===== src/rtl/mult32_result_queue.sv =====
// Result queue for the 32x32 pipelined multiplier.
// Captures each product beat {result_h, result_l, usr} into an in-order FIFO,
// presents the head entry over a valid/ready handshake and raises io_stop
// early enough that the multiplier's in-flight beats still fit.
//
// Handshake: the head entry transfers on a rising edge where io_out_valid and
// io_out_ready are both high. io_out_valid never depends on io_out_ready, and
// the head data holds stable while io_out_valid && !io_out_ready.
module mult32_result_queue #(
    parameter int DEPTH = 4,
    parameter int SKID  = 1,
    parameter int USR_W = 5
) (
    input  logic                         clock,
    input  logic                         reset,
    input  logic [31:0]                  io_in_result_l,
    input  logic [31:0]                  io_in_result_h,
    input  logic [USR_W-1:0]             io_in_usr,
    input  logic                         io_in_en,
    output logic                         io_stop,
    output logic [63:0]                  io_out_data,
    output logic [USR_W-1:0]             io_out_usr,
    output logic                         io_out_valid,
    input  logic                         io_out_ready,
    output logic [$clog2(DEPTH+1)-1:0]   io_count,
    output logic                         io_overflow
);

    localparam int CNT_W = $clog2(DEPTH + 1);
    localparam int PTR_W = $clog2(DEPTH);
    localparam logic [CNT_W-1:0] FULL_CNT = CNT_W'(DEPTH);
    localparam logic [CNT_W-1:0] STOP_CNT = CNT_W'(DEPTH - SKID);

    // Entry storage is deliberately not reset; empty entries are masked on read.
    logic [63:0]      r_data_mem [DEPTH];
    logic [USR_W-1:0] r_usr_mem  [DEPTH];

    logic [PTR_W-1:0] r_wr_ptr;
    logic [PTR_W-1:0] r_rd_ptr;
    logic [CNT_W-1:0] r_count;
    logic             r_overflow;

    logic             w_empty;
    logic             w_full;
    logic             w_pop;
    logic             w_push;

    assign w_empty = (r_count == '0);
    assign w_full  = (r_count == FULL_CNT);
    // A pop is only possible when an entry is presented; ready is ignored when empty.
    assign w_pop   = !w_empty && io_out_ready;
    // A full queue still accepts a beat when the head leaves in the same cycle.
    assign w_push  = io_in_en && (!w_full || w_pop);

    // Write the incoming beat into the slot at the write pointer.
    always_ff @(posedge clock) begin
        if (w_push) begin
            r_data_mem[r_wr_ptr] <= {io_in_result_h, io_in_result_l};
            r_usr_mem[r_wr_ptr]  <= io_in_usr;
        end
    end

    // Pointers and occupancy; pointers wrap naturally because DEPTH is a power of two.
    always_ff @(posedge clock or posedge reset) begin
        if (reset) begin
            r_wr_ptr <= '0;
            r_rd_ptr <= '0;
            r_count  <= '0;
        end else begin
            if (w_push) begin
                r_wr_ptr <= r_wr_ptr + PTR_W'(1);
            end
            if (w_pop) begin
                r_rd_ptr <= r_rd_ptr + PTR_W'(1);
            end
            case ({w_push, w_pop})
                2'b10:   r_count <= r_count + CNT_W'(1);
                2'b01:   r_count <= r_count - CNT_W'(1);
                default: r_count <= r_count;
            endcase
        end
    end

    // Sticky overflow: a beat arrived while full and nothing left to make room.
    always_ff @(posedge clock or posedge reset) begin
        if (reset) begin
            r_overflow <= 1'b0;
        end else if (io_in_en && w_full && !w_pop) begin
            r_overflow <= 1'b1;
        end
    end

    assign io_out_valid = !w_empty;
    assign io_out_data  = w_empty ? 64'd0 : r_data_mem[r_rd_ptr];
    assign io_out_usr   = w_empty ? '0 : r_usr_mem[r_rd_ptr];
    // Raised SKID entries before full so beats already launched still have room.
    assign io_stop      = (r_count >= STOP_CNT);
    assign io_count     = r_count;
    assign io_overflow  = r_overflow;

endmodule


===== config.mk =====
export PLATFORM = sky130hd
export DESIGN_NAME = mult32_result_queue
export DESIGN_NICKNAME = d
export VERILOG_FILES = /design/src/rtl/mult32_result_queue.sv
export SDC_FILE = /design/constraint.sdc
export NUM_CORES = 1
export LEC_CHECK = 0
export BUFFER_PORTS_ARGS = -buffer_cell sky130_fd_sc_hd__buf_2
export CAP_MARGIN = 15
export CORE_ASPECT_RATIO = 0.5
export CORE_MARGIN = 2
export CORE_UTILIZATION = 35
export CTS_CLUSTER_SIZE = 8
export DETAILED_ROUTE_END_ITERATION = 10
export SLEW_MARGIN = 5
export SYNTH_ARGS = -nofsm -noshare
export SYNTH_HDL_FRONTEND = slang
export SYNTH_SLANG_ARGS = --single-unit

===== constraint.sdc =====
create_clock -name clock -period 3.94 [get_ports clock]
set_clock_uncertainty 0.05 [all_clocks]
set_input_delay 0.591 -clock clock [delete_from_list [all_inputs] [get_ports clock]]
set_output_delay 0.591 -clock clock [all_outputs]
set_load 0.05 [all_outputs]

==> impl_metrics.ini, run 1 <==
[worst_hold_path]
hold_path.class = in -> reg
hp-start = io_in_result_h[30]
hold_depth = 1
worstHoldEndpoint = r_data_mem[1][62]

[layout]
area_delta_synth_final_pct = 21.82
final_cell_mix = 276 x edfxtp_1, 147 x buf_2, 70 x and2_1
layout_commonest_cell = edfxtp_1
finalInstanceArea_um2 = 13350
final_layout_size_suffix_gt1_frac = 0.4122
fin_nets = 734

[sta]
tightestPinTransition_ns = 0.7439
setup_viol = 0
finalHoldViolations = 0
hold_ws_ns = 0.2450
slew_violations = 0
final.min_clock_period_ns = 3.194
tns_ns = 0
rsz0062_at_grt = false
max_freq_ghz = 0.3131
finalCritPeriodShare = 0.8106
relSlewSlack = 0.5041

[route]
firstDrtPassIters = 4
remaining_drc_errors = 0
via_per_inst = 4.603
vias = 5049
drt_iter0_drc = 281
wl_per_cell_um = 19.30
wirelength_mm = 21.17
postRouteAntennaNets = 0

[setup_path]
crit_path_start_kind = register
worstPathRequired_ns = 3.30
rr_startpoint = io_count[0]
regToRegSetupSlack_ns = 1.31
crit_fanout = 40
cp-end-kind = output port
r2r_cells = 8
critPathKind = reg -> out
crit_arrival_ns = 2.55
rr_endpoint = io_count[2]

[grt]
grt_max_degree = 41
grt_pass1_wl_mm = 31.96
grt_use_total = 0.1317
antenna_found_initial = 2
grt_pass1_vias = 5359
grt.overflow.total = 0

[floorplanning]
die-area_um2 = 32830
io_pins = 148
core-area_um2 = 30570
die_x_um = 254.2
rows = 45
start_util = 0.3584
die_y_um = 129.1

[synth]
synth_ff_type = edfxtp_1
avgSynthCellArea_um2 = 22.88
synth_cell_type_count = 22
ys_ff_latch = 284
async_reset_ff_frac = 0.02817
syn_area_um2 = 10960
ys_seq_area_frac = 0.7746
synth_fp_nets = 558
synth_cells = 479
ys.warnings.count = 0
synth-edff-count = 276

[clocking]
cts_buffers = 41
clock-root-buffer = clkbuf_16
cts_resized = 0
h-tree-depth = 2
worstSkewPairLatency_ns = 0.51
clk_path_buf_depth = 3
clk_pin_slew_ns = 0.05
cts_tree = done
cts_sinks = 284

[placed_design]
gp_congestion = 0.7146
placed_cell_area_um2 = 12160
port_buffers = 147
hpwl_mm = 12.75

[flow_run]
drv_cap = 0

[outcome]
status = finished clean
==> cells by family after synthesis <==
| family | after synthesis | share of synthesized area |
|---|---|---|
| XOR/XNOR | 6 | 0.004796 |
| adder cells (fa/ha/maj) | 6 | 0.007536 |
| multiplexers | 71 | 0.1441 |
| flip-flops | 284 | 0.7746 |
| AO/OA/AOI/OAI | 2 | 0.001370 |
| AND/OR/NAND/NOR | 79 | 0.04499 |
| buffers and inverters | 31 | 0.02261 |
==> through the flow <==
stage / setup WS [ns] / instances / util
2_1_floorplan: 0.6302 / 479 / -
3_5_place_dp: 1.114 / 1034 / 0.3978
6_report: 0.7464 / 1097 / 0.4366
4_1_cts: 0.6690 / 1095 / 0.4365
3_3_place_gp: 1.165 / 1034 / 0.3978
5_1_grt: 0.5911 / 1096 / 0.4365
==> what timing repair did <==
| action | CTS | global route |
|---|---|---|
| hold endpoints to repair | 8 | 0 |
| hold buffers | 1 | 0 |
| setup buffers | 0 | 0 |
| setup endpoints to repair | 0 | 0 |
==> worst max-delay path: stages, from the launching register on <==
cell	delay, ns
dfrtp_1	0.43
or3_2	0.85
buf_4	0.37
and2_1	0.17
buf_2	0.21
==> worst max-delay path by stage <==
stage	startpoint	endpoint	slack, ns	cells past startpoint
finish	io_count[0]	io_out_data[26]	0.75	4
CTS	io_count[0]	io_out_data[26]	0.67	4
floorplan	io_count[2]	r_data_mem[0][0]	0.63	3
global route	io_count[0]	io_out_data[23]	0.59	4
global placement	io_out_ready	io_count[2]	1.17	10
detailed placement	io_out_ready	io_count[2]	1.11	10
==> state kept, by name, indices dropped and copies added, names as in the netlist <==
signal and cells:
r_usr_mem 20, io_count 3, r_wr_ptr 2, io_overflow 1
r_data_mem 256, r_rd_ptr 2
==> final cells by class <==
type | count | area (um2)
fillers | 2619 | 17220
inverters | 7 | 26.28
multi-input cells | 164 | 2233
flip-flops and latches | 284 | 8496
diodes | 2 | 5.005
well taps | 423 | 529.3
clock inverters | 2 | 38.79
clock buffers | 58 | 1132
repair buffers | 157 | 888.4
==> cells in the mapped netlist, types with 2 or more instances <==
library cell,n,area [um2]
edfxtp_1,276,8288
and2_1,74,462.9
mux4_2,68,1531
buf_2,8,40.04
clkbuf_1,8,30.03
dfrtp_1,8,200.2
buf_12,7,140.1
inv_1,7,26.28
ha_1,5,62.56
xnor2_1,3,26.28
xor2_1,3,26.28
a21o_1,2,15.01
==> layer usage <==
| layer | vias up | track usage | part of all wire |
|---|---|---|---|
| met5 | - | 0 | 0 |
| met4 | 0 | 0.05087 | 0.023 |
| met3 | 38 | 0.03274 | 0.042 |
| met2 | 79 | 0.2274 | 0.52 |
| met1 | 2639 | 0.1616 | 0.42 |
| li1 | 2293 | - | - |
Power of run 1 is not shown: default switching activity piles up to over one toggle a cycle in this logic, so the estimate is an artifact.
==> run 2: changes to the inputs <==
--- a/config.mk
+++ b/config.mk
@@ -5,6 +5,7 @@
 export SDC_FILE = /design/constraint.sdc
 export NUM_CORES = 1
 export LEC_CHECK = 0
+export ABC_AREA = 1
 export BUFFER_PORTS_ARGS = -buffer_cell sky130_fd_sc_hd__buf_2
 export CAP_MARGIN = 15
 export CORE_ASPECT_RATIO = 0.5
==> constraint.sdc (replaced) <==
create_clock -name clock -period 3.1 [get_ports clock]
set_clock_uncertainty 0.05 [all_clocks]
set_input_delay 0.465 -clock clock [delete_from_list [all_inputs] [get_ports clock]]
set_output_delay 0.465 -clock clock [all_outputs]
set_load 0.05 [all_outputs]
==> run 2 against run 1 <==
Routed wire length up 32%. Setup slack worse by 0.56 ns. Synthesized cell count up 140%. Die area up 12%. Register-to-register slack worse by 0.52 ns. Flip-flop and latch count unchanged. First-iteration DRC count up 85%. Sequential share of layout area down 6.4 points. Via count up 61%. Global-route usage up 2.1 points. Synthesized area up 12%.
==> impl_metrics.ini, run 2 <==
[outcome]
status = finished clean

[layout]
layout_commonest_cell = nand2_1
post-route-util = 0.4294
regMostFlops = r_data_mem
multi_input_area_um2 = 2426
area_delta_synth_final_pct = 20.69
final_cell_mix = 292 x nand2_1, 289 x inv_1, 276 x edfxtp_1
largest_reg_flops = 256
final_layout_size_suffix_gt1_frac = 0.1844
seq_area_um2 = 8493
fin_nets = 1392
fill_cells = 3208

[setup_path]
r2r_cells = 10
critPathLaunch = r_rd_ptr[0]
cp-end-kind = output port
path_cells = inv_4 > buf_4 > nand2_1 > nand3_1 > a21oi_1 > buf_2
crit_arrival_ns = 2.40
rr_endpoint = io_count[2]
crit_path_start_kind = register
max_stage_delay_ns = 0.60
cp_num_buf_inv = 3
worstPathRequired_ns = 2.58
crit_fanout = 42
regToRegSetupSlack_ns = 0.79
crit_family = buffers and inverters
cpMaxStageDelayCell = dfrtp_4
critPathKind = reg -> out
rr_startpoint = io_count[0]

[synth]
synth_cell_type_count = 25
synth-edff-count = 276
synth_cells = 1152
synth_compound_area_frac = 0.03310
avgSynthCellArea_um2 = 10.66
synthAdderAreaFrac = 0.006722
synth_fp_nets = 1231
ys.warnings.count = 0
async_reset_ff_frac = 0.02817
ys_top_cells_by_area = edfxtp_1 67%, nand2_1 8.9%, inv_1 8.8%
ys_seq_area_frac = 0.6909
synth-simple-area-share = 0.1538
yosysTopAreaCell = edfxtp_1
yosys.area_share.xor_xnor = 0.001426
synth_top_area_frac = 0.6746
synth_ff_type = edfxtp_1
ys_ff_latch = 284
synth_commonest_cells = 292 x nand2_1, 289 x inv_1, 276 x edfxtp_1
syn_area_um2 = 12290
synth.most_common_cell = nand2_1
synth_top_family_by_area = simple AND/OR/NAND/NOR gates
muxShareOfSynthArea = 0

[power_and_ir_drop]
fin_total_pwr_mw = 17.00
power_leakage_nw = 6.635
p_per_area_nw_per_um2 = 1147
vdd_drop_max_v = 0.0005681

[clocking]
worstSkewPairLatency_ns = 0.52
clock-root-buffer = clkbuf_16
h-tree-depth = 2
clk_pin_slew_ns = 0.05
post_cts_buffers = 0
cts_resized = 0
ctsHoldBuffers = 1
cts_sinks = 284
clk_path_buf_depth = 3
cts_buffers = 41
cts_tree = done

[worst_hold_path]
hp-start = io_in_result_l[23]
worstHoldEndpoint = r_data_mem[3][23]
hold_depth = 1
hold_path.class = in -> reg

[sta]
final.min_clock_period_ns = 2.917
max_freq_ghz = 0.3428
tns_ns = 0
slew_violations = 0
finalHoldViolations = 0
tightestPinTransition_ns = 0.4960
finalCritPeriodShare = 0.9411
rsz0062_at_grt = false
setup_viol = 0
hold_ws_ns = 0.1018
relSlewSlack = 0.6685
timing.final.ws_setup_ns = 0.1826

[placed_design]
hpwl_mm = 16.68
port_buffers = 147
gp_congestion = 0.7625
pre_cts_ws_ns = 0.6357

[route]
drt_iter0_drc = 521
wl_per_cell_um = 15.37
firstDrtPassIters = 5
remaining_drc_errors = 0
vias = 8124
via_per_inst = 4.461
wirelength_mm = 27.99
postRouteAntennaNets = 0

[floorplanning]
start_util = 0.3558
die-area_um2 = 36710
die_x_um = 269.0
die_y_um = 136.5
io_pins = 148
core-area_um2 = 34530
rows = 48

[grt]
grt.overflow.total = 0
grt_use_total = 0.1531
grt_pass1_wl_mm = 43.29
grt_max_degree = 72
grt_pass1_vias = 8263
antenna_found_initial = 1

[flow_run]
drv_cap = 0
run 2: how the worst max path moves through the flow:
stage	end	slack (ns)	cells past startpoint
floorplan	r_data_mem[0][0]	-0.27	4
global placement	io_count[2]	0.73	11
detailed placement	io_count[2]	0.64	11
CTS	io_out_data[34]	0.15	6
global route	io_out_data[18]	0.04	6
finish	io_out_data[34]	0.18	6
run 2: final cells by class:
type | instances | area share
Sequential cell | 284 | 0.5728
Multi-Input combinational cell | 522 | 0.1636
Clock buffer | 73 | 0.08016
Inverter | 293 | 0.07442
Timing Repair Buffer | 171 | 0.06784
Tap cell | 475 | 0.04008
Clock inverter | 2 | 0.0009282
Antenna cell | 1 | 0.0001688
run 2: cells by family after synthesis:
kind of cell	after synthesis
buf+inv	346
xor+xnor	2
simple gates	441
flops	284
compound gates	73
fa+ha+maj	6
run 2: through the flow:
| step | instance area, um2 | instances |
|---|---|---|
| 4_1_cts | 14830 | 1820 |
| 5_1_grt | 14830 | 1821 |
| 2_1_floorplan | 12300 | 1152 |
| 6_report | 14830 | 1821 |
| 3_3_place_gp | 13610 | 1744 |
| 3_5_place_dp | 13610 | 1744 |
run 2: where the power goes:
part / switching (mW) / total [mW] / leakage, nW / internal, mW
Combinational: 5.94 / 7.68 / 3.44 / 1.74
Clock: 1.57 / 4.14 / 0.574 / 2.57
Sequential: 0.218 / 5.19 / 2.62 / 4.97
Total: 7.72 / 17.0 / 6.63 / 9.28
run 2: worst reg2reg max path: stages, from the launching register on:
cell     delay (ns)
dfrtp_1        0.43
nor2_2         0.20
nand2_1        0.11
nand2_1        0.39
ha_1           0.27
inv_1          0.08
fa_1           0.38
nand2_1        0.10
nand3_1        0.08
nand2_1        0.06
nand2_1        0.04
run 2: layer usage:
layer / global-route usage / wire length, um / up-vias
li1: - / - / 3976
met2: 0.2815 / 14690 / 153
met5: 0 / 0 / -
met3: 0.02681 / 1041 / 41
met4: 0.05123 / 544 / 0
met1: 0.1816 / 11710 / 3954
No activity file was read; power rests on OpenSTA's default activity.
==> run 3: changes to the inputs <==
--- a/config.mk
+++ b/config.mk
@@ -5,7 +5,6 @@
 export SDC_FILE = /design/constraint.sdc
 export NUM_CORES = 1
 export LEC_CHECK = 0
-export ABC_AREA = 1
 export BUFFER_PORTS_ARGS = -buffer_cell sky130_fd_sc_hd__buf_2
 export CAP_MARGIN = 15
 export CORE_ASPECT_RATIO = 0.5
==> run 3 against run 2 <==
Flip-flop and latch count unchanged. Via count decreased by 36%. Utilization increased by 1.2 points. Setup slack got worse by 0.013 ns. Maximum frequency decreased by 0.44%.
==> impl_metrics.ini, run 3 (synthesized netlist as in run 1, its figures left out) <==
[layout]
area_delta_synth_final_pct = 23.25
fin_nets = 744
final_cell_mix = 276 x edfxtp_1, 147 x buf_2, 70 x and2_1
layout_commonest_cell = edfxtp_1
largest_reg_flops = 256
regMostFlops = r_data_mem
final_layout_size_suffix_gt1_frac = 0.4214
fill_cells = 2605

[setup_path]
worstPathRequired_ns = 2.58
crit_arrival_ns = 2.42
rr_endpoint = io_count[2]
cpMaxStageDelayCell = dfrtp_4
crit_path_start_kind = register
r2r_cells = 9
regToRegSetupSlack_ns = 0.81
path_cells = buf_4 > mux4_2 > and2_1 > buf_2
crit_fanout = 17
max_stage_delay_ns = 0.66
rr_startpoint = io_count[0]
cp-end-kind = output port
critPathKind = reg -> out

[clocking]
worstSkewPairLatency_ns = 0.51
clk_path_buf_depth = 3
clk_pin_slew_ns = 0.05
cts_tree = done
cts_resized = 0
h-tree-depth = 2
clock-root-buffer = clkbuf_16
ctsHoldBuffers = 1
cts_sinks = 284
cts_buffers = 41
post_cts_buffers = 0

[floorplanning]
die_x_um = 254.2
io_pins = 148
rows = 45
die-area_um2 = 32830
core-area_um2 = 30570
start_util = 0.3584
die_y_um = 129.1

[sta]
relSlewSlack = 0.5089
tns_ns = 0
max_freq_ghz = 0.3413
setup_viol = 0
finalHoldViolations = 0
final.min_clock_period_ns = 2.930
finalCritPeriodShare = 0.9452
tightestPinTransition_ns = 0.7366
rsz0062_at_grt = false
slew_violations = 0

[route]
via_per_inst = 4.734
postRouteAntennaNets = 0
firstDrtPassIters = 4
remaining_drc_errors = 0
drt_iter0_drc = 311
wirelength_mm = 22.19
wl_per_cell_um = 20.08
vias = 5231

[worst_hold_path]
worstHoldEndpoint = r_data_mem[0][45]
hold_depth = 1
hold_path.class = in -> reg
hp-start = io_in_result_h[13]

[placed_design]
port_buffers = 147
hpwl_mm = 13.55
gp_congestion = 0.7407

[grt]
grt_max_degree = 72
grt_use_total = 0.1377
grt.overflow.total = 0
antenna_found_initial = 1
grt_pass1_wl_mm = 33.62
grt_pass1_vias = 5741

[flow_run]
drv_cap = 0

[outcome]
status = finished clean
[run 3: final cells by class]
| class | count | area [um2] | share of cell area |
|---|---|---|---|
| repair buffers | 167 | 1051 | 0.07782 |
| clock inverters | 2 | 38.79 | 0.002872 |
| diodes | 1 | 2.502 | 0.0001853 |
| multi-input cells | 164 | 2233 | 0.1654 |
| flip-flops and latches | 284 | 8496 | 0.6291 |
| inverters | 7 | 26.28 | 0.001946 |
| well taps | 423 | 529.3 | 0.03919 |
| clock buffers | 57 | 1129 | 0.08356 |
[run 3: worst max-delay path by stage]
| stage | startpoint | endpoint | slack [ns] | cells past startpoint |
|---|---|---|---|---|
| 2_1_floorplan | io_count[0] | io_out_data[58] | 0.47 | 4 |
| 3_3_place_gp | r_rd_ptr[0] | io_out_data[1] | 0.64 | 4 |
| 3_5_place_dp | r_rd_ptr[0] | io_out_data[40] | 0.65 | 4 |
| 6_report | r_rd_ptr[0] | io_out_data[40] | 0.17 | 4 |
| 5_1_grt | r_rd_ptr[0] | io_out_data[40] | 0.01 | 4 |
| 4_1_cts | r_rd_ptr[0] | io_out_data[4] | 0.11 | 4 |
[run 3: per-stage QoR]
step	hold slack, ns	instance area [um2]	worst slack, ns	util	instances
after CTS	0.08745	13500	0.1055	0.4417	1104
after global routing	0.1030	13500	0.009970	0.4417	1104
after detailed placement	0.4043	12330	0.6509	0.4032	1044
after global placement	0.3971	12330	0.6411	0.4032	1044
final	0.1159	13510	0.1698	0.4417	1105
after floorplan	0.2307	10960	0.4683	-	479
[run 3: worst max-delay path, delay by kind of cell (launching register included)]
| kind | cells | cell delay (ns) |
|---|---|---|
| buffers and inverters | 2 | 0.53 |
| DFF | 1 | 0.66 |
| and+or+nand+nor | 1 | 0.17 |
| muxes | 1 | 0.53 |
[run 3: routing by layer]
layer,vias up,part of all wire,GRT usage
met4,0,0.014,0.03979
li1,2311,-,-
met1,2804,0.41,0.1689
met3,27,0.037,0.02953
met5,-,0,0
met2,89,0.54,0.2478
Power of run 3 is left out for the same reason.
